$ cat src/rtl/imem_fetch_ctrl_pkg.sv
// Shared definitions for the instruction fetch controller: opcodes,
// instruction field slices and FSM state encoding.
package imem_fetch_ctrl_pkg;

    localparam logic [1:0] OP_MOV = 2'b00;
    localparam logic [1:0] OP_SLL = 2'b01;
    localparam logic [1:0] OP_J   = 2'b11;

    localparam int OPC_HI = 7;
    localparam int OPC_LO = 6;
    localparam int TGT_HI = 5;
    localparam int TGT_LO = 0;

    typedef enum logic [2:0] {
        ST_IDLE = 3'd0,
        ST_LOAD = 3'd1,
        ST_RUN  = 3'd2,
        ST_HALT = 3'd3,
        ST_STEP = 3'd4
    } state_e;

    function automatic logic [1:0] opcode_of(input logic [7:0] instr);
        return instr[OPC_HI:OPC_LO];
    endfunction

    function automatic logic [5:0] jump_target_of(input logic [7:0] instr);
        return instr[TGT_HI:TGT_LO];
    endfunction

endpackage

$ cat src/rtl/imem_fetch_ctrl_if.sv
// Instruction memory port: the controller drives address/write data/enable,
// the memory returns combinational read data.
interface imem_fetch_ctrl_if #(
    parameter int ADDR_W = 8,
    parameter int DATA_W = 8
) ();
    logic [ADDR_W-1:0] mem_addr;
    logic [DATA_W-1:0] mem_wdata;
    logic              mem_we;
    logic [DATA_W-1:0] mem_rdata;

    modport master (output mem_addr, output mem_wdata, output mem_we, input mem_rdata);
    modport slave  (input mem_addr, input mem_wdata, input mem_we, output mem_rdata);
endinterface

$ cat src/rtl/imem_pc_next.sv
// Next-PC resolution: absolute jumps on OP_J, otherwise sequential with
// wrap at the top of the populated memory; flags out-of-range jump targets.
module imem_pc_next
    import imem_fetch_ctrl_pkg::*;
#(
    parameter int ADDR_W    = 8,
    parameter int DATA_W    = 8,
    parameter int MEM_DEPTH = 16
) (
    input  logic [ADDR_W-1:0] pc,
    input  logic [DATA_W-1:0] instr,
    output logic [ADDR_W-1:0] next_pc,
    output logic              oob
);

    localparam logic [ADDR_W-1:0] LAST_ADDR = ADDR_W'(MEM_DEPTH - 1);

    logic              is_jump_s;
    logic [5:0]        target_s;

    // Select jump target or sequential successor and range-check the target
    always_comb begin
        is_jump_s = (opcode_of(instr) == OP_J);
        target_s  = jump_target_of(instr);
        next_pc   = {ADDR_W{1'b0}};
        oob       = 1'b0;
        if (is_jump_s) begin
            next_pc = ADDR_W'(target_s);
            oob     = (32'(target_s) >= MEM_DEPTH);
        end else if (pc == LAST_ADDR) begin
            next_pc = {ADDR_W{1'b0}};
        end else begin
            next_pc = pc + ADDR_W'(1);
        end
    end

endmodule

$ cat src/rtl/imem_fetch_ctrl.sv
// Instruction fetch controller: loads program bytes into instruction memory,
// then runs, halts or single-steps the core while tracking PC and faults.
module imem_fetch_ctrl
    import imem_fetch_ctrl_pkg::*;
#(
    parameter int ADDR_W    = 8,
    parameter int DATA_W    = 8,
    parameter int MEM_DEPTH = 16,
    parameter int CNT_W     = 16
) (
    input  logic              clk,
    input  logic              Reset,
    input  logic              ld_start,
    input  logic              ld_valid,
    input  logic [DATA_W-1:0] ld_data,
    input  logic              ld_last,
    output logic              ld_ready,
    output logic [ADDR_W-1:0] ld_count,
    input  logic              run_req,
    input  logic              halt_req,
    input  logic              step_req,
    imem_fetch_ctrl_if.master mem,
    output logic [ADDR_W-1:0] pc,
    output logic [DATA_W-1:0] instr,
    output logic              instr_valid,
    output logic [2:0]        state,
    output logic              fault,
    output logic [CNT_W-1:0]  instr_count
);

    localparam logic [ADDR_W-1:0] LAST_ADDR = ADDR_W'(MEM_DEPTH - 1);

    state_e            state_r;
    logic [ADDR_W-1:0] pc_r;
    logic [ADDR_W-1:0] ld_addr_r;
    logic [ADDR_W-1:0] ld_count_r;
    logic              fault_r;
    logic              ld_ready_r;
    logic              instr_valid_r;
    logic [CNT_W-1:0]  instr_count_r;

    logic [ADDR_W-1:0] next_pc_s;
    logic              oob_s;
    logic              last_byte_s;

    function automatic logic [CNT_W-1:0] sat_inc(input logic [CNT_W-1:0] v);
        return (&v) ? v : v + CNT_W'(1);
    endfunction

    imem_pc_next #(
        .ADDR_W    (ADDR_W),
        .DATA_W    (DATA_W),
        .MEM_DEPTH (MEM_DEPTH)
    ) u_pc_next (
        .pc      (pc_r),
        .instr   (mem.mem_rdata),
        .next_pc (next_pc_s),
        .oob     (oob_s)
    );

    // Memory port mux; writes are gated by Reset so a reset cycle never disturbs memory
    always_comb begin
        mem.mem_wdata = ld_data;
        mem.mem_we    = ld_ready_r & ld_valid & Reset;
        last_byte_s   = ld_last | (ld_addr_r == LAST_ADDR);
        if (state_r == ST_LOAD) begin
            mem.mem_addr = ld_addr_r;
        end else begin
            mem.mem_addr = pc_r;
        end
    end

    // Control FSM with registered handshake and issue outputs
    always_ff @(posedge clk) begin
        if (!Reset) begin
            state_r       <= ST_IDLE;
            pc_r          <= {ADDR_W{1'b0}};
            ld_addr_r     <= {ADDR_W{1'b0}};
            ld_count_r    <= {ADDR_W{1'b0}};
            fault_r       <= 1'b0;
            ld_ready_r    <= 1'b0;
            instr_valid_r <= 1'b0;
            instr_count_r <= {CNT_W{1'b0}};
        end else begin
            case (state_r)
                ST_IDLE: begin
                    if (ld_start) begin
                        state_r       <= ST_LOAD;
                        ld_ready_r    <= 1'b1;
                        ld_addr_r     <= {ADDR_W{1'b0}};
                        ld_count_r    <= {ADDR_W{1'b0}};
                        instr_count_r <= {CNT_W{1'b0}};
                        fault_r       <= 1'b0;
                    end else if (run_req) begin
                        state_r       <= ST_RUN;
                        pc_r          <= {ADDR_W{1'b0}};
                        instr_valid_r <= 1'b1;
                    end
                end
                ST_LOAD: begin
                    if (ld_valid) begin
                        ld_addr_r  <= ld_addr_r + ADDR_W'(1);
                        ld_count_r <= ld_count_r + ADDR_W'(1);
                        if (last_byte_s) begin
                            state_r    <= ST_IDLE;
                            ld_ready_r <= 1'b0;
                        end
                    end
                end
                ST_RUN: begin
                    instr_count_r <= sat_inc(instr_count_r);
                    if (oob_s) begin
                        fault_r       <= 1'b1;
                        state_r       <= ST_HALT;
                        instr_valid_r <= 1'b0;
                    end else begin
                        pc_r <= next_pc_s;
                        if (halt_req) begin
                            state_r       <= ST_HALT;
                            instr_valid_r <= 1'b0;
                        end
                    end
                end
                ST_HALT: begin
                    // A new load from HALT starts from a clean slate, same as from IDLE
                    if (ld_start) begin
                        state_r       <= ST_LOAD;
                        ld_ready_r    <= 1'b1;
                        ld_addr_r     <= {ADDR_W{1'b0}};
                        ld_count_r    <= {ADDR_W{1'b0}};
                        instr_count_r <= {CNT_W{1'b0}};
                        fault_r       <= 1'b0;
                    end else if (run_req) begin
                        state_r       <= ST_RUN;
                        fault_r       <= 1'b0;
                        instr_valid_r <= 1'b1;
                    end else if (step_req) begin
                        state_r       <= ST_STEP;
                        instr_valid_r <= 1'b1;
                    end
                end
                ST_STEP: begin
                    instr_count_r <= sat_inc(instr_count_r);
                    state_r       <= ST_HALT;
                    instr_valid_r <= 1'b0;
                    if (oob_s) begin
                        fault_r <= 1'b1;
                    end else begin
                        pc_r <= next_pc_s;
                    end
                end
                default: begin
                    state_r       <= ST_IDLE;
                    ld_ready_r    <= 1'b0;
                    instr_valid_r <= 1'b0;
                end
            endcase
        end
    end

    assign ld_ready    = ld_ready_r;
    assign ld_count    = ld_count_r;
    assign pc          = pc_r;
    assign instr       = mem.mem_rdata;
    assign instr_valid = instr_valid_r;
    assign state       = state_r;
    assign fault       = fault_r;
    assign instr_count = instr_count_r;

endmodule

$ cat src/flat_wrapper.sv
// flat-port wrapper written by rule: the top's interface ports become plain ports
module imem_fetch_ctrl_flat import imem_fetch_ctrl_pkg::*;
#(
    parameter int ADDR_W    = 8,
    parameter int DATA_W    = 8,
    parameter int MEM_DEPTH = 16,
    parameter int CNT_W     = 16
)
  (clk, Reset, ld_start, ld_valid, ld_data, ld_last, ld_ready, ld_count, run_req, halt_req, step_req, pc, instr, instr_valid, state, fault, instr_count, mem_mem_addr, mem_mem_wdata, mem_mem_we, mem_mem_rdata);
  imem_fetch_ctrl_if #(.ADDR_W(ADDR_W), .DATA_W(DATA_W)) mem_i ();
  input  logic clk;
  input  logic Reset;
  input  logic ld_start;
  input  logic ld_valid;
  input  logic [DATA_W-1:0] ld_data;
  input  logic ld_last;
  output logic ld_ready;
  output logic [ADDR_W-1:0] ld_count;
  input  logic run_req;
  input  logic halt_req;
  input  logic step_req;
  output logic [ADDR_W-1:0] pc;
  output logic [DATA_W-1:0] instr;
  output logic instr_valid;
  output logic [2:0] state;
  output logic fault;
  output logic [CNT_W-1:0] instr_count;
  output wire logic [$bits(mem_i.mem_addr)-1:0] mem_mem_addr;
  output wire logic [$bits(mem_i.mem_wdata)-1:0] mem_mem_wdata;
  output wire logic [$bits(mem_i.mem_we)-1:0] mem_mem_we;
  input wire logic [$bits(mem_i.mem_rdata)-1:0] mem_mem_rdata;
  assign mem_mem_addr = mem_i.mem_addr;
  assign mem_mem_wdata = mem_i.mem_wdata;
  assign mem_mem_we = mem_i.mem_we;
  assign mem_i.mem_rdata = mem_mem_rdata;
  imem_fetch_ctrl #(.ADDR_W(ADDR_W), .DATA_W(DATA_W), .MEM_DEPTH(MEM_DEPTH), .CNT_W(CNT_W)) u_core (.clk(clk), .Reset(Reset), .ld_start(ld_start), .ld_valid(ld_valid), .ld_data(ld_data), .ld_last(ld_last), .ld_ready(ld_ready), .ld_count(ld_count), .run_req(run_req), .halt_req(halt_req), .step_req(step_req), .mem(mem_i), .pc(pc), .instr(instr), .instr_valid(instr_valid), .state(state), .fault(fault), .instr_count(instr_count));
endmodule
$ cat config.mk
export PLATFORM = sky130hd
export DESIGN_NAME = imem_fetch_ctrl_flat
export DESIGN_NICKNAME = d
export VERILOG_FILES = /design/src/rtl/imem_fetch_ctrl_pkg.sv /design/src/rtl/imem_fetch_ctrl_if.sv /design/src/rtl/imem_pc_next.sv /design/src/rtl/imem_fetch_ctrl.sv /design/src/flat_wrapper.sv
export SDC_FILE = /design/constraint.sdc
export NUM_CORES = 1
export LEC_CHECK = 0
export CORE_ASPECT_RATIO = 0.6
export CORE_MARGIN = 2
export CORE_UTILIZATION = 51
export DETAILED_ROUTE_END_ITERATION = 16
export GPL_ROUTABILITY_DRIVEN = 1
export PLACE_DENSITY = 0.86
export RECOVER_POWER = 25
export SYNTH_ARGS = -nofsm -noshare
export SYNTH_HDL_FRONTEND = slang
export SYNTH_HIERARCHICAL = 1
export SYNTH_SLANG_ARGS = --single-unit
$ cat constraint.sdc
create_clock -name clk -period 3.3 [get_ports clk]
set_clock_uncertainty 0.1 [all_clocks]
set_input_delay 0.495 -clock clk [delete_from_list [all_inputs] [get_ports clk]]
set_output_delay 0.495 -clock clk [all_outputs]
set_load 0.02 [all_outputs]
## Yosys cells after proc, flatten, opt, wreduce, memory -nomap -nowiden

Index checks and enable logic that the tools add are counted.

| word-level totals | value |
|---|---|
| register bits | 46 |
| bits in latches | 0 |
| RAM bits | 0 |
| bits in read-only memories | 0 |
| bits of input ports | 24 |
| logic and storage cells | 98 |
| memories | 0 |

| cells by class | value |
|---|---|
| $add $sub $neg | 4 |
| $mul | 0 |
| divide/modulo/power cells | 0 |
| $lt $le $gt $ge | 1 |
| equal/unequal tests | 22 |
| shift-type cells | 0 |
| mux-type cells | 43 |
| bitwise logic cells | 5 |
| reduce and logical (&&, ||, !) cells | 15 |

Operators by type and width:

| operator | count |
|---|---|
| 2-to-1 mux 8 bit | 9 |
| case mux 8 bit (2 select lines) | 3 |
| 2-to-1 mux 16 bit | 2 |
| case mux 16 bit (2 select lines) | 1 |
| 2-to-1 mux 3 bit | 9 |
| adder 8 x 1 -> 8 bit, second input constant | 3 |
| adder 16 x 1 -> 16 bit, second input constant | 1 |
| equality test 8 x 4 -> 1 bit, second input constant | 2 |
| AND reduction 16 bit | 1 |
| 2-to-1 mux 1 bit | 15 |
| case mux 3 bit (5 select lines) | 1 |
| inequality test 2 bit, second input constant | 7 |
| AND reduction 4 bit | 3 |
| inequality test 3 bit, second input constant | 3 |
| equality test 3 x 2 -> 1 bit, second input constant | 2 |
| >= comparator 6 x 5 -> 1 bit, second input constant | 1 |
| inequality test 2 x 1 -> 1 bit, second input constant | 3 |
| case mux 1 bit (3 select lines) | 2 |
| AND reduction 3 bit | 2 |
| AND reduction 6 bit | 1 |
| nonzero test 2 bit | 3 |
| AND reduction 5 bit | 1 |
| inequality test 4 bit, second input constant | 1 |
| case mux 1 bit (4 select lines) | 1 |
| other kinds (10) | 13 |

## Longest topological paths before layout

Gate-level depths: netlist of the first run.

| logic depth | value |
|---|---|
| depth in word-level cells | 5 |
| gate-level depth with buffers | 8 |
| depth with buffers taken out | 7 |

## Cells and area by module

The synthesis of the first run kept the hierarchy.

By module, submodules not included:

| module | instances | cells each | area each (um2) |
|---|---|---|---|
| imem_fetch_ctrl | 1 | 312 | 2595.0 |
| imem_pc_next | 1 | 40 | 224.0 |

## Worst setup path after synthesis of the first run

No wires, ideal clock.

| timing | value |
|---|---|
| path kind | reg-to-output |
| from | register u_core.state_r[0], in the netlist u_core/state[0] |
| to | output mem_mem_addr[0] |
| arrival | 1451 ps |
| data required time | 2705 ps |
| slack | 1254 ps |
| stages on the path, launching flop included | 3 |
| buffers on the path | 0 |
| cell sequence | dfxtp_1 nor3b_2 mux2_2 |

| between the ends | value |
|---|---|
| word-level cells in the longest chain between the ends | 2 |

RTL lines:

| element | line | source |
|---|---|---|
| from (decl) | imem_fetch_ctrl.sv:33 | `state_e state_r;` |
| from (signal assigned) | imem_fetch_ctrl.sv:76 | `state_r <= ST_IDLE;` |
| from (signal assigned) | imem_fetch_ctrl.sv:88 | `state_r <= ST_LOAD;` |
| from (signal assigned) | imem_fetch_ctrl.sv:95 | `state_r <= ST_RUN;` |
| equality test 3 x 1 -> 1 bit | imem_fetch_ctrl.sv:66 | `if (state_r == ST_LOAD) begin` |
| 2-to-1 mux 8 bit | imem_fetch_ctrl.sv:66 |  |
| to (decl) | flat_wrapper.sv:28 | `output wire logic [$bits(mem_i.mem_addr)-1:0] mem_mem_addr;` |

No other way between the ends.

## Worst setup path after layout of the first run

| timing | value |
|---|---|
| from | register u_core.state_r[0], in the netlist u_core/state[0] |
| to | output mem_mem_addr[2] |

Same word-level chain as after synthesis.

==> impl_results.rst, run 1 <==
.. list-table::
   :header-rows: 1

   * - Metric
     - Value
   * - Number of standard-cell rows in the floorplan
     - 20
   * - Portion of total power attributed to combinational logic
     - 39.9%
   * - Predominant post-synthesis flop cell
     - dfxtp_1
   * - Cell-internal power
     - 0.00111 W
   * - Max FO, Critical Path
     - 15
   * - Sequential area share after synthesis
     - 32.7%
   * - Synth-to-Final Area Change
     - 24.5%
   * - Horizontal extent of the die
     - 100 um
   * - Unrepaired setup endpoints after global routing
     - no
   * - Number of buffers on the longest clock path
     - 2
   * - Cell accounting for the most synthesized area
     - dfxtp_1
   * - Worst min-delay path class
     - reg -> reg
   * - Highest achievable clock rate
     - 0.346 GHz
   * - Status
     - complete, no violations
   * - Max incr delay on CP
     - 0.66 ns
   * - Post-Synthesis Mean Instance Area
     - 8.01 sq um
   * - Total I/O pin count
     - 87
   * - Post-Route Setup TNS
     - 0 ns
   * - Req. time, crit path
     - 2.70 ns
   * - Finish-stage setup viols
     - 0
   * - Number of flops mapped to enable cells by yosys
     - 0
   * - Proportion of power drawn by the clock network
     - 21.8%
   * - DRT Wirelength
     - 7310 um
   * - Core region area
     - 0.00520 sq mm
   * - Vias after detailed routing
     - 2820
   * - Input/output buffers
     - 70
   * - Warning count from the yosys run
     - 6
   * - Asr flop ratio synth
     - 0%
   * - Post-synthesis cell type count
     - 56
   * - Clk Latency, worst-skew pair
     - 0.29 ns
   * - Cell area after synthesis
     - 0.00282 sq mm
   * - Slew headroom
     - 41.9%
   * - Final-report hold violation count
     - 0
   * - Via count of the first global-routing pass
     - 2378
   * - Maximum ir drop on the vdd rail
     - 0.378 mV
   * - Number of levels in the clock H-tree
     - 2
   * - Tightest Pin Transition
     - 0.865 ns
   * - Startpoint type of the worst setup path
     - flop
   * - Cell type of the slowest stage on the worst timing path
     - dfxtp_1
   * - Maximum number of pins on one net before global-route repair
     - 26
   * - Most repeated cell in the gate-level netlist after synthesis
     - dfxtp_1
   * - DRC violation count after routing
     - 0
   * - # hold bufs at CTS
     - 0
   * - Final critical delay including setup and external delays
     - 2.89 ns
   * - Series of cell instances along the critical path
     - nor3b_2 > buf_4 > mux2_2 > clkdlybuf4s50_1
   * - Die area
     - 0.00616 sq mm
   * - CTS root buf
     - clkbuf_8
   * - Worst setup EP type
     - output port
   * - Number of nets in the layout
     - 429
   * - Gpl congestion
     - 0.876
   * - Die extent in y
     - 61.6 um
   * - Number of CTS-inserted buffers
     - 5
   * - Data arrival time of the worst path
     - 2.30 ns
   * - Via density
     - 6.03
   * - Most used standard cells in the synthesized netlist
     - dfxtp_1, nand2_1, nor2_1
   * - Switching share of power
     - 39.0%
   * - Total GRT Usage
     - 24.2%
   * - Fraction of synthesized cell area taken by the top area cell type
     - 32.7%
   * - Post-CTS setup buffer count
     - 0
   * - Sequential share of power
     - 38.3%
   * - Switching power summed over all nets
     - 0.000709 W
   * - Total clock sinks
     - 46
   * - Pwr dens
     - 519 mW/mm^2
   * - Post-route non-filler standard cell count
     - 468
   * - Antenna diode count
     - 0
   * - Number of maximum-capacitance violations
     - 0
   * - Final-layout worst hold slack
     - 0.414 ns
   * - Effective utilization at floorplan
     - 54.2%
   * - Number of iterations in the first detailed-routing pass
     - 5
   * - Initial antenna violation count
     - 0
   * - Layout cells sized above 1
     - 9.20%
   * - Nets in the synthesized netlist
     - 380
   * - Final max-slew violation count
     - 0
   * - Final antenna-violating net count
     - 0
   * - CTS tree
     - built
   * - Gate count of the mapped netlist
     - 352
   * - Final routed wire length divided by cell count
     - 15.6 um
   * - Global-route wire length before repair
     - 11700 um
   * - Post-cts repair resize count
     - 0
   * - Setup Crit Path Kind
     - reg -> out
   * - Number of register bits inferred by synthesis
     - 46
   * - Synth area leaders
     - dfxtp_1, nand2_1, buf_4
   * - Dpl cells
     - 460
   * - HPWL after detailed placement
     - 5230 um
   * - Overflow left after global routing
     - 0
   * - Clock-pin slew on the worst setup and hold paths
     - 0.09 ns
   * - Portion of the clock cycle consumed by the worst path in the final layout
     - 87.6%
   * - Static leakage power
     - 1.25 nW
   * - DRC violation total after the first TritonRoute iteration
     - 200
-- worst paths after layout --
| path | start | endpoint | slack (ns) | depth (start not counted) |
|---|---|---|---|---|
| worst max-delay path | u_core/state[0] | mem_mem_addr[2] | 0.41 | 4 |
| worst min-delay path | u_core/instr_count[4] | u_core/instr_count[4] | 0.41 | 1 |
| worst max register to register | u_core/state[1] | u_core/instr_count[15] | 0.89 | 5 |
| worst min register to register | u_core/instr_count[4] | u_core/instr_count[4] | 0.41 | 1 |
-- cell type report --
type                    instances  area, sq um
multi-input cells             268         1640
repair buffers                 75          738
clock buffers                   8          110
well taps                      66         82.6
flip-flops and latches         46          921
inverters                       5         18.8
fillers                       418         1700
-- critical path, delay by kind of cell (launching register included) --
kind	cells	cell delay (ns)
DFF	1	0.66
and+or+nand+nor	1	0.25
muxes	1	0.35
buffers and inverters	2	0.73
-- cell families (layout without fill, tap and decap cells) --
group	after synthesis	in the layout	share of synthesized area [%]
compound gates	82	82	17.9
xor+xnor	16	16	4.97
fa+ha+maj	4	4	1.78
buf+inv	38	88	9.23
flops	46	46	32.7
mux	11	11	4.31
simple gates	155	155	29.2
-- power groups by stage --
stage               Sequential [W]  Combinational, W  Clock (W)
floorplan                 0.000717          0.000510          0
global placement          0.000708          0.000696          0
detailed placement        0.000709          0.000710          0
CTS                       0.000697          0.000720   0.000405
global route              0.000707          0.000782   0.000434
finish                    0.000697          0.000725   0.000397
-- stage by stage --
step           worst slack [ns]  power (W)  utilization (%)  instance area [sq um]
4_1_cts                   0.406    0.00182             67.4                   3510
2_1_floorplan              1.25    0.00123                -                   2820
3_5_place_dp              0.647    0.00142             65.3                   3400
3_3_place_gp              0.714    0.00140             65.3                   3400
6_report                  0.409    0.00182             67.4                   3510
5_1_grt                   0.321    0.00192             67.4                   3510
-- flip-flops by register name, indices dropped and copies added (netlist names) --
signal and flops:
u_core/instr_valid 1, u_core/instr_count 16, u_core/ld_count 8, u_core/fault 1, u_core/state 3, u_core/ld_ready 1
u_core/pc 8, u_core/ld_addr_r 8
-- cells in the final DEF (no fill, tap or decap), types with 3 or more instances in the layout --
master,instances
a21oi_1,18
a31oi_1,8
and2_1,4
and3_1,5
and4_1,5
buf_4,5
clkbuf_8,8
clkdlybuf4s50_1,51
dfxtp_1,46
dlygate4sd3_1,19
ha_1,4
inv_1,5
mux2_2,9
nand2_1,40
nand3_1,23
nand4_1,5
nor2_1,32
nor3_1,12
nor4_1,4
o21ai_0,21
o21ai_1,14
o221a_2,3
o31ai_1,4
or3_1,3
xnor2_1,15
-- per-layer routing --
| metal | global-route usage [%] | vias to the layer above | part of all wire, % |
|---|---|---|---|
| met5 | 0 | - | 0 |
| met3 | 5.33 | 11 | 7.9 |
| li1 | - | 1355 | - |
| met2 | 37.0 | 135 | 43 |
| met1 | 34.9 | 1319 | 48 |
| met4 | 7.05 | 0 | 1.2 |
(Power assumes the default switching activity.)
==> run 2, diff against run 1 <==
--- a/config.mk
+++ b/config.mk
@@ -5,12 +5,14 @@
 export SDC_FILE = /design/constraint.sdc
 export NUM_CORES = 1
 export LEC_CHECK = 0
+export CELL_PAD_IN_SITES_DETAIL_PLACEMENT = 1
+export CELL_PAD_IN_SITES_GLOBAL_PLACEMENT = 1
 export CORE_ASPECT_RATIO = 0.6
 export CORE_MARGIN = 2
-export CORE_UTILIZATION = 51
+export CORE_UTILIZATION = 36
 export DETAILED_ROUTE_END_ITERATION = 16
 export GPL_ROUTABILITY_DRIVEN = 1
-export PLACE_DENSITY = 0.86
+export PLACE_DENSITY_LB_ADDON = 0.1
 export RECOVER_POWER = 25
 export SYNTH_ARGS = -nofsm -noshare
 export SYNTH_HDL_FRONTEND = slang
==> run 2 against run 1 <==
Core utilization decreased by 19 points. Via count is 2.3% lower. Worst hold slack lost 0.0078 ns. Largest cell class unchanged.
==> impl_results.rst, run 2 (same netlist as run 1, synthesis figures left out) <==
.. list-table::
   :header-rows: 1

   * - Metric
     - Value
   * - Final routed wire length divided by cell count
     - 16.6 um
   * - Placement Cell Area
     - 0.00346 sq mm
   * - Capturing element of the worst setup path
     - mem_mem_addr[1]
   * - Initial antenna violation count
     - 0
   * - Final cell area excluding filler cells
     - 0.00361 sq mm
   * - CTS tree
     - built
   * - Setup Crit Path Kind
     - reg -> out
   * - Vias after detailed routing
     - 2756
   * - Final-report hold violation count
     - 0
   * - Clk Latency, worst-skew pair
     - 0.29 ns
   * - Input/output buffers
     - 70
   * - Maximum number of pins on one net before global-route repair
     - 26
   * - Via count of the first global-routing pass
     - 2688
   * - Overflow left after global routing
     - 0
   * - Dpl cells
     - 500
   * - HPWL after detailed placement
     - 6290 um
   * - Commonest non-fill, non-tap cell in the layout
     - clkdlybuf4s50_1
   * - Number of levels in the clock H-tree
     - 2
   * - Final antenna-violating net count
     - 0
   * - Reg2Reg Capture Point
     - u_core/instr_count[13]
   * - Die extent in y
     - 72.5 um
   * - Pwr dens
     - 544 mW/mm^2
   * - CP Launch Point
     - u_core/state[0]
   * - Global-route wire length before repair
     - 13900 um
   * - Gpl congestion
     - 0.803
   * - Maximum ir drop on the vdd rail
     - 0.261 mV
   * - DRC violation total after the first TritonRoute iteration
     - 88
   * - Max FO, Critical Path
     - 15
   * - Slew headroom
     - 33.3%
   * - Area occupied by multi-input gates
     - 0.00164 sq mm
   * - Number of CTS-inserted buffers
     - 5
   * - Post-cts repair resize count
     - 0
   * - Synth-to-Final Area Change
     - 28.0%
   * - Total I/O pin count
     - 87
   * - Number of iterations in the first detailed-routing pass
     - 4
   * - DRC violation count after routing
     - 0
   * - Status
     - complete, no violations
   * - Worst setup EP type
     - output port
   * - Portion of the clock cycle consumed by the worst path in the final layout
     - 87.3%
   * - Final critical delay including setup and external delays
     - 2.88 ns
   * - Antenna diode count
     - 0
   * - Number of flip-flops under the largest register name
     - 16
   * - Number of standard-cell rows in the floorplan
     - 24
   * - Horizontal extent of the die
     - 118 um
   * - Total GRT Usage
     - 20.0%
   * - Effective utilization at floorplan
     - 38.0%
   * - Layout cells sized above 1
     - 9.41%
   * - Post-Route Setup TNS
     - 0 ns
   * - Number of buffers on the longest clock path
     - 2
   * - Register-to-Register Setup Slack
     - 0.91 ns
   * - Tightest Pin Transition
     - 0.992 ns
   * - Die area
     - 0.00858 sq mm
   * - Core region area
     - 0.00742 sq mm
   * - Path depth of the worst reg2reg path
     - 5
   * - Via density
     - 5.43
   * - # fillers
     - 928
   * - Clock-pin slew on the worst setup and hold paths
     - 0.06 ns
   * - Highest achievable clock rate
     - 0.347 GHz
   * - Combined flip-flop and latch cell area
     - 921 sq um
   * - # hold bufs at CTS
     - 0
   * - CTS root buf
     - clkbuf_16
   * - R2R Path Start
     - u_core/state[1]
   * - Req. time, crit path
     - 2.70 ns
   * - Final cell utilization of the core
     - 48.7%
   * - Finish-stage setup viols
     - 0
   * - DRT Wirelength
     - 8450 um
   * - Final max-slew violation count
     - 0
   * - Number of nets in the layout
     - 431
   * - Post-layout total power
     - 0.00196 W
   * - Post-CTS setup buffer count
     - 0
   * - Post-route non-filler standard cell count
     - 508
   * - Commonest cells after routing, fill and taps aside
     - clkdlybuf4s50_1, dfxtp_1, nand2_1
   * - Startpoint type of the worst setup path
     - flop
   * - Total clock sinks
     - 46
   * - Number of maximum-capacitance violations
     - 0
   * - Worst min-delay path class
     - reg -> reg
   * - Static leakage power
     - 1.28 nW
   * - Data arrival time of the worst path
     - 2.29 ns
   * - Unrepaired setup endpoints after global routing
     - no
-- run 2: worst min path at each step --
stage | depth (start not counted) | from | slack, ns | endpoint
3_3_place_gp | 2 | u_core/instr_valid | 0.39 | u_core/instr_valid
6_report | 1 | u_core/instr_count[15] | 0.41 | u_core/instr_count[15]
2_1_floorplan | 2 | u_core/ld_addr_r[7] | 0.39 | u_core/ld_addr_r[7]
3_5_place_dp | 1 | u_core/instr_count[15] | 0.39 | u_core/instr_count[15]
4_1_cts | 1 | u_core/instr_count[15] | 0.41 | u_core/instr_count[15]
5_1_grt | 2 | u_core/instr_valid | 0.45 | u_core/instr_valid
-- run 2: worst max-delay path, cell delays in order, from the launching register on --
cell	delay [ns]
dfxtp_1	0.65
nor3b_2	0.25
buf_4	0.20
mux2_2	0.34
clkdlybuf4s50_1	0.55
-- run 2: cell type report --
class                           count  share of cell area [%]
Clock buffer                        7                    3.95
Timing Repair Buffer               77                    20.9
Inverter                            5                   0.520
Sequential cell                    46                    25.5
Tap cell                          104                    3.61
Multi-Input combinational cell    268                    45.4
Clock inverter                      1                   0.139
-- run 2: stage by stage --
step                hold WS, ns  worst slack (ns)
detailed placement        0.394             0.626
finish                    0.406             0.419
floorplan                 0.392              1.25
global route              0.449             0.300
global placement          0.395             0.711
CTS                       0.409             0.410
-- run 2: report_power, final --
group	switching (W)	leakage, nW	internal, W
Sequential	0.000100	0.372	0.000606
Combinational	0.000443	0.830	0.000298
Clock	0.000213	0.0739	0.000301
Total	0.000756	1.28	0.00121
-- run 2: metal layers --
layer  vias to the layer above  part of all wire [%]  global-route usage, %
met4                         0                  0.72                   4.15
met3                        10                   5.8                   4.48
met5                         -                     0                      0
met2                        76                    39                   28.3
li1                       1360                     -                      -
met1                      1310                    55                   30.5
==> RTL edit: new RTL, config.mk and constraints of run 1 <==
`MEM_DEPTH` is set to 16 in 3 places; all go to 8.
--- a/src/rtl/imem_pc_next.sv
+++ b/src/rtl/imem_pc_next.sv
@@ -6,5 +6,5 @@
     parameter int ADDR_W    = 8,
     parameter int DATA_W    = 8,
-    parameter int MEM_DEPTH = 16
+    parameter int MEM_DEPTH = 8
 ) (
     input  logic [ADDR_W-1:0] pc,
--- a/src/rtl/imem_fetch_ctrl.sv
+++ b/src/rtl/imem_fetch_ctrl.sv
@@ -6,5 +6,5 @@
     parameter int ADDR_W    = 8,
     parameter int DATA_W    = 8,
-    parameter int MEM_DEPTH = 16,
+    parameter int MEM_DEPTH = 8,
     parameter int CNT_W     = 16
 ) (
--- a/src/flat_wrapper.sv
+++ b/src/flat_wrapper.sv
@@ -4,5 +4,5 @@
     parameter int ADDR_W    = 8,
     parameter int DATA_W    = 8,
-    parameter int MEM_DEPTH = 16,
+    parameter int MEM_DEPTH = 8,
     parameter int CNT_W     = 16
 )
Check against the original RTL: not equivalent (a bounded check fails within 4 cycles, from zero or initial values and one cycle with Reset low).
==> RTL edit against run 1 <==
Die area fell by 0.17%; count of clock-buffer cells in the layout fell by 1; sequential cell count did not move; total power fell by 25%; wire length rose by 3.2%; design area rose by 0.50%; worst setup slack got worse by 0.15 ns; synthesized area fell by 0.18%; largest cell class unchanged; highest routed layer unchanged.
==> RTL edit: results (changes against run 1) <==
Final nets 434 (was 429); sequential fraction of the synthesis area 0.327 (about the same); Largest stage delay, worst path 0.58 ns (was 0.66 ns); hold depth 2 (was 1); vias per inst 6.08 (was 6.03); r2r setup slk 0.99 ns (was 0.89 ns); initial DRC count 267 (was 200); clock buffer depth 2 (unchanged); Yosys cell types 57 (was 56); worst vdd ir 0.000241 V (was 0.000378 V); vias in the first global route 2572 (was 2378); CTS resizes 0 (unchanged); most instantiated cells after synthesis dfxtp_1 (46), nand2_1 (34), nand3_1 (31) (was dfxtp_1 (46), nand2_1 (40), nor2_1 (32)); status finished, final reports clean (unchanged); Pre-antenna DRT Iters 5 (unchanged); routed len/inst 15.9 um (was 15.6 um); Antenna diodes 0 (unchanged); initial antenna violation count 0 (unchanged); largest net degree at the start of global routing 27 (was 26); ratio of cells with drive above 1 in the final layout 0.0885 (was 0.0920); Total Routing Usage GR 0.255 (was 0.242); Slew @ Worst Pin 0.562 ns (was 0.865 ns); Max-Cap Viols 0 (unchanged); final worst setup slack 0.263 ns (was 0.409 ns); HPWL after detailed placement 5480 um (was 5230 um); syn_nets 384 (was 380); GP Congestion 0.944 (was 0.876); setup bufs post-CTS 0 (unchanged); Synth area leaders dfxtp_1 (33%), nand3_1 (5.5%), buf_4 (4.8%) (was dfxtp_1 (33%), nand2_1 (5.3%), buf_4 (4.8%)); CP Max Fanout 11 (was 15); Pleak 1.24 nW (was 1.25 nW); dpl ws 0.670 ns (was 0.647 ns); FILL cells 432 (was 418); arrival time at the worst endpoint 2.44 ns (was 2.30 ns); first-pass GRT wire length 12400 um (was 11700 um)
RTL edit: cell types whose count changed after synthesis, sizes merged, moves of 6 or more:
cell	change
o21ai	-9
nand2	-6
nand3	+7
clkbuf	-6
buf	+6
inv	+10
RTL edit: path summary, 6_finish.rpt:
check                                   startpoint                     to
worst max-delay path               u_core/state[0]        mem_mem_addr[3]
worst min-delay path            u_core/instr_valid     u_core/instr_valid
worst max register to register     u_core/state[1]  u_core/instr_count[3]
worst min register to register  u_core/instr_valid     u_core/instr_valid
RTL edit: layout make-up:
cell class              count  area share
clock buffers               7      0.0245
flip-flops and latches     46       0.261
inverters                  15      0.0160
well taps                  66      0.0234
multi-input cells         262       0.462
repair buffers             76       0.211
clock inverters             1     0.00142
RTL edit: cells by family (layout without fill, tap and decap cells):
kind of cell / after synthesis / count (layout) / synth area share
simple gates: 143 / 143 / 0.263
compound gates: 85 / 85 / 0.195
buf+inv: 48 / 99 / 0.0938
flops: 46 / 46 / 0.327
xor+xnor: 17 / 17 / 0.0529
mux: 13 / 13 / 0.0502
fa+ha+maj: 4 / 4 / 0.0178
RTL edit: per-stage QoR:
step | cells | area [um2] | hold WS (ns) | total power [mW]
after floorplan | 356 | 2810 | 0.376 | 0.892
after global placement | 465 | 3430 | 0.392 | 0.994
after detailed placement | 465 | 3430 | 0.394 | 1.00
after CTS | 473 | 3530 | 0.420 | 1.36
after global routing | 473 | 3530 | 0.444 | 1.42
final | 473 | 3530 | 0.415 | 1.36
RTL edit: routing by layer:
layer  part of all wire  vias to the layer above  GRT usage
met5                  0                        -          0
met3              0.093                        7     0.0443
met4             0.0086                        0     0.0783
met1               0.49                     1324      0.358
li1                   -                     1380          -
met2               0.41                      166      0.409
RTL edit: critical path: cells and delay by family (launching register included):
| family | cells | cell delay (ns) |
|---|---|---|
| DFF | 1 | 0.58 |
| and+or+nand+nor | 1 | 0.20 |
| muxes | 1 | 0.35 |
| buffers and inverters | 3 | 1.01 |
RTL edit: where the power goes:
group	internal, mW	total, mW	switching [mW]
combinational	0.152	0.377	0.224
sequential	0.579	0.621	0.0411
clock	0.169	0.362	0.193
total	0.901	1.36	0.458
